$ cat config.mk
export PLATFORM = sky130hd
export DESIGN_NAME = antitheft_timer_sched
export DESIGN_NICKNAME = d
export VERILOG_FILES = /design/src/rtl/antitheft_pkg.sv /design/src/rtl/rr_arbiter.sv /design/src/rtl/antitheft_timer_sched.sv
export SDC_FILE = /design/constraint.sdc
export NUM_CORES = 1
export LEC_CHECK = 0
export CORE_AREA = 5 5 85 145
export CTS_CLUSTER_SIZE = 20
export DETAILED_ROUTE_END_ITERATION = 7
export DIE_AREA = 0 0 90 150
export HOLD_SLACK_MARGIN = 0.12
export PLACE_DENSITY_LB_ADDON = 0.12
export SKIP_LAST_GASP = 1
export SLEW_MARGIN = 20
export SYNTH_ARGS = -nofsm -noshare
export SYNTH_HDL_FRONTEND = slang
export SYNTH_SLANG_ARGS = --single-unit
$ cat constraint.sdc
create_clock -name clk_fiftymhz -period 4.8 [get_ports clk_fiftymhz]
set_clock_uncertainty 0.1 [all_clocks]
set_input_delay 0.96 -clock clk_fiftymhz [delete_from_list [all_inputs] [get_ports clk_fiftymhz]]
set_output_delay 0.96 -clock clk_fiftymhz [all_outputs]
set_load 0.03 [all_outputs]
$ cat src/rtl/antitheft_pkg.sv
// Shared constants and types for the anti-theft timer scheduler.
package antitheft_pkg;

  // Channel assignment used by the controller
  localparam int unsigned CH_ENTRY = 0;
  localparam int unsigned CH_EXIT  = 1;
  localparam int unsigned CH_SIREN = 2;
  localparam int unsigned CH_BLINK = 3;

  localparam int unsigned DEFAULT_CLK_HZ  = 50000000;
  localparam int unsigned DEFAULT_SEC_W   = 8;
  // Prescaler period used when SIM_FAST_EN is defined
  localparam int unsigned SIM_FAST_PERIOD = 50;

  typedef enum logic [1:0] {
    CH_IDLE,
    CH_RUN,
    CH_EXPIRE
  } ch_state_e;

endpackage

$ cat src/rtl/rr_arbiter.sv
// Round-robin picker: one-hot selection of the first eligible index at or
// after the pointer; the pointer moves past each winner.
module rr_arbiter #(
  parameter int unsigned NUM_CH = 4
) (
  input  logic              clk_i,
  input  logic              rst_ni,
  input  logic [NUM_CH-1:0] elig_i,
  output logic [NUM_CH-1:0] pick_o
);

  localparam int unsigned PTR_W = $clog2(NUM_CH);

  logic [PTR_W-1:0] ptr_q, ptr_d;
  logic [PTR_W:0]   sum;
  logic [PTR_W-1:0] idx;
  logic             found;

  // Scan from the pointer with wrap; modulo done by one conditional subtract
  always_comb begin
    pick_o = '0;
    ptr_d  = ptr_q;
    found  = 1'b0;
    sum    = '0;
    idx    = '0;
    for (int unsigned i = 0; i < NUM_CH; i++) begin
      sum = {1'b0, ptr_q} + (PTR_W+1)'(i);
      if (sum >= (PTR_W+1)'(NUM_CH)) sum = sum - (PTR_W+1)'(NUM_CH);
      idx = sum[PTR_W-1:0];
      if (!found && elig_i[idx]) begin
        found       = 1'b1;
        pick_o[idx] = 1'b1;
        ptr_d       = (32'(idx) == NUM_CH - 1) ? '0 : idx + 1'b1;
      end
    end
  end

  // Pointer register
  always_ff @(posedge clk_i or negedge rst_ni) begin
    if (!rst_ni) ptr_q <= '0;
    else         ptr_q <= ptr_d;
  end

endmodule

$ cat src/rtl/antitheft_timer_sched.sv
// Shared 1 Hz timebase with NUM_CH countdown channels loaded through a
// round-robin arbiter. Define SIM_FAST_EN to force a 50-cycle prescaler.
module antitheft_timer_sched
  import antitheft_pkg::*;
#(
  parameter int unsigned CLK_HZ = DEFAULT_CLK_HZ,
  parameter int unsigned NUM_CH = 4,
  parameter int unsigned SEC_W  = DEFAULT_SEC_W
) (
  input  logic                    clk_fiftymhz,
  input  logic                    rst_n,
  input  logic [NUM_CH-1:0]       req,
  input  logic [NUM_CH*SEC_W-1:0] req_secs,
  input  logic [NUM_CH-1:0]       cancel,
  output logic [NUM_CH-1:0]       gnt,
  output logic [NUM_CH-1:0]       busy,
  output logic [NUM_CH-1:0]       expired,
  output logic                    tick_1hz
);

`ifdef SIM_FAST_EN
  localparam int unsigned PERIOD = SIM_FAST_PERIOD;
`else
  localparam int unsigned PERIOD = CLK_HZ;
`endif
  localparam int unsigned CNT_W = (PERIOD > 1) ? $clog2(PERIOD) : 1;

  logic [CNT_W-1:0]  cnt_q, cnt_d;
  logic              tick_q, tick_d;
  logic [NUM_CH-1:0] pick;
  logic [NUM_CH-1:0] gnt_q;
  ch_state_e         state_q [NUM_CH];
  ch_state_e         state_d [NUM_CH];
  logic [SEC_W-1:0]  rem_q   [NUM_CH];
  logic [SEC_W-1:0]  rem_d   [NUM_CH];

  // Free-running prescaler; tick registered one cycle after the terminal count
  always_comb begin
    tick_d = (cnt_q == CNT_W'(PERIOD - 1));
    cnt_d  = tick_d ? '0 : cnt_q + 1'b1;
  end

  always_ff @(posedge clk_fiftymhz or negedge rst_n) begin
    if (!rst_n) begin
      cnt_q  <= '0;
      tick_q <= 1'b0;
    end else begin
      cnt_q  <= cnt_d;
      tick_q <= tick_d;
    end
  end

  // Cancelled requests are masked out before arbitration
  rr_arbiter #(.NUM_CH(NUM_CH)) u_arb (
    .clk_i  (clk_fiftymhz),
    .rst_ni (rst_n),
    .elig_i (req & ~cancel),
    .pick_o (pick)
  );

  // Channel next state: cancel over grant over tick
  always_comb begin
    for (int unsigned i = 0; i < NUM_CH; i++) begin
      state_d[i] = state_q[i];
      rem_d[i]   = rem_q[i];
      if (cancel[i]) begin
        state_d[i] = CH_IDLE;
        rem_d[i]   = '0;
      end else if (pick[i]) begin
        rem_d[i]   = req_secs[i*SEC_W +: SEC_W];
        state_d[i] = (req_secs[i*SEC_W +: SEC_W] == '0) ? CH_EXPIRE : CH_RUN;
      end else begin
        case (state_q[i])
          CH_RUN: begin
            if (tick_q) begin
              if (rem_q[i] == SEC_W'(1)) begin
                rem_d[i]   = '0;
                state_d[i] = CH_EXPIRE;
              end else begin
                rem_d[i] = rem_q[i] - 1'b1;
              end
            end
          end
          CH_EXPIRE: state_d[i] = CH_IDLE;
          CH_IDLE:   state_d[i] = CH_IDLE;
          default:   state_d[i] = CH_IDLE;
        endcase
      end
    end
  end

  // Channel state, remaining seconds and registered grant
  always_ff @(posedge clk_fiftymhz or negedge rst_n) begin
    if (!rst_n) begin
      gnt_q <= '0;
      for (int unsigned i = 0; i < NUM_CH; i++) begin
        state_q[i] <= CH_IDLE;
        rem_q[i]   <= '0;
      end
    end else begin
      gnt_q <= pick;
      for (int unsigned i = 0; i < NUM_CH; i++) begin
        state_q[i] <= state_d[i];
        rem_q[i]   <= rem_d[i];
      end
    end
  end

  // Status outputs decoded from registered channel state
  always_comb begin
    for (int unsigned i = 0; i < NUM_CH; i++) begin
      busy[i]    = (state_q[i] == CH_RUN);
      expired[i] = (state_q[i] == CH_EXPIRE);
    end
  end

  assign gnt      = gnt_q;
  assign tick_1hz = tick_q;

endmodule

==> results.txt <==
CP max stage cell - clkdlybuf4s50_1
Cell Area, Synth - 4803 um^2
Share of cells above drive strength 1 - 0.08219
Power Internal - 1706 uW
Sw Ratio - 0.4150
Initial core utilization - 0.4351
Async SR Flop Fraction - 1.000
DRC - 0
Chip height - 150 um
Largest net degree at the start of global routing - 74
Number of top-level pins - 55
# clock sinks - 73
Element type at the critical path end - flop
Clk root buf - clkbuf_16
Post-synthesis sequential area ratio - 0.3803
# resized after CTS - 0
Sequential share of power - 0.317
Met3 Use GR - 0.02867
Crit share post-route - 0.7963
Wire per inst - 17.07 um
Routed wire length - 12.22 mm
Syn Area/Cell - 9.255 um^2
Flops & latches, synth - 73
Delay-heaviest family, CP - simple AND/OR/NAND/NOR gates
CP max stage delay - 650 ps
Fmax - 261.6 MHz
Global routing usage on met2 - 0.3471
Synth top area cells - dfrtp_1 38%, ha_1 4.2%, mux2i_1 3.5%, nor2_1 2.9%, a21oi_1 2.7%
Vias per cell - 5.992
Crit-path cells - clkdlybuf4s50_1 -> nand2b_2 -> or3_1 -> a211oi_2 -> o21ai_1 -> and3_1 -> mux2_4
Most common cell after layout, fill and taps aside - dfrtp_1
Hold Fails Final Rpt - 0
Top cell type's share of synthesized area - 0.3803
Crit path DAT - 3940 ps
Diode count - 0
Psw - 1210 uW
Max Slew Vio Count - 0
TritonCTS Buffers - 9
Run status - completed
Initial antenna violation count - 0
CP required - 4910 ps
Grt ovf - 0
Hold buffers post-CTS - 0
CTS tree - built
R2R depth - 7
Worst Tran Pin Value - 946.2 ps
PortBufs - 54
Synth unique cells - 62
Combinational Power Share - 0.469
DR pass1 iterations - 4
Number of synthesized flops with an enable pin - 0
Clk pin slew, worst setup/hold paths - 60 ps
Hold Slack - 381.7 ps
Clock power frac - 0.213
Layout area overhead - 20.14%
H-Tree Level Count - 3
Setup TNS - 0 ps
First-pass GRT wire length - 20.68 mm
Post-CTS Repair Setup Buffers - 0
Die Area - 13,500 um^2
Final ANT Viol Nets - 0
Sum of buffers and inverters on the critical path - 1
GP Congestion - 0.9617
MaxCap Viol Count - 0
DR vias - 4,290
RSZ-0062 raised after global routing - false
GR peak layer - met2
Largest area contributor in the netlist - dfrtp_1
Met1 usage - 0.2055
Final setup viols - 0
Core Box Area - 11,040 um^2
Vias in the first global route - 4,413
Pwr Density - 505.3 nW/um^2
DRT iter0 DRCs - 185
Commonest non-fill, non-tap cells in the layout - 73 x dfrtp_1, 53 x clkdlybuf4s50_1, 37 x nor2_1, 30 x nand2_1, 26 x a21oi_1
Cells after Synth - 519
Period minus WS final - 3822 ps
Insertion delay to the later sink of the worst-skew pair - 330 ps
Net Count, Synth - 577
Final net count - 637
Worst Hold Depth - 1
Ys flop type - dfrtp_1
Crit Path Max Fanout - 13
Static Leak - 0.002463 uW
Die X - 90 um
Ys Warns - 0
Post-DP HPWL - 9.015 mm
Hold crit path type - reg2reg
Row Count - 51
Overall Global Routing Usage - 0.1859
Max Root-Sink Buffers - 2
Maximum vdd drop - 0.3568 mV
Setup CP Type - in2reg
CP startpoint kind - primary input
CP Depth - 7
Normalized max-slew margin - 0.3692
[layout make-up]
class | instances | area [um^2]
repair buffers | 58 | 568.0
clock buffers | 11 | 242.7
multi-input cells | 412 | 2843
inverters | 25 | 93.84
flip-flops and latches | 73 | 1827
clock inverters | 5 | 31.28
fillers | 1044 | 5269
well taps | 132 | 165.2
[synth_stat cells (16+ instances only)]
cell type	number
nand2_1	30
a21oi_1	26
dfrtp_1	73
nand3_1	19
inv_1	22
ha_1	16
nand2b_1	16
nor2b_1	17
mux2i_1	17
nor2_1	37
nor3_1	22
[worst paths after layout]
kind | endpoint | from | slack (ps)
worst min register to register | cnt_q[0] | cnt_q[0] | 380
max in group asynchronous | state_q[7] | rst_n | 3320
worst max-delay path | rem_q[25] | cancel[2] | 980
worst max register to register | rem_q[25] | u_arb.ptr_q[0] | 1230
worst min-delay path | cnt_q[0] | cnt_q[0] | 380
min in group asynchronous | rem_q[4] | rst_n | 670
[routing by layer]
layer	wire length [um]	part of all wire
met1	4791	0.39
met2	6705	0.55
met3	381	0.031
met4	340	0.028
met5	0	0
[kinds of logic after synthesis]
family,share of synthesized area
AO/OA/AOI/OAI,0.1821
flip-flops,0.3803
adder cells (fa/ha/maj),0.04168
buffers and inverters,0.02917
AND/OR/NAND/NOR,0.2568
multiplexers,0.06434
XOR/XNOR,0.04558
[state kept, by name, summed over array words and instances (netlist names)]
name         count
cnt_q           26
gnt              4
rem_q           32
state_q          8
tick_1hz         1
u_arb.ptr_q      2
[per-stage QoR]
step,utilization,setup WS [ps],cells,cell area [um^2],total power [uW]
finish,0.5227,977.7,716,5771,2916
global route,0.5227,825.1,716,5771,3136
CTS,0.5227,1006,716,5771,2928
detailed placement,0.4979,666.9,700,5497,2287
global placement,0.4979,722.1,700,5497,2264
floorplan,-,1861,519,4803,1937
[power groups by stage]
stage / Clock (uW) / Combinational [uW] / Sequential (uW)
4_1_cts: 642 / 1360 / 922
5_1_grt: 667 / 1520 / 952
2_1_floorplan: 0 / 1030 / 905
3_5_place_dp: 0 / 1360 / 930
3_3_place_gp: 0 / 1330 / 930
6_report: 622 / 1370 / 925
(Power assumes the default switching activity.)
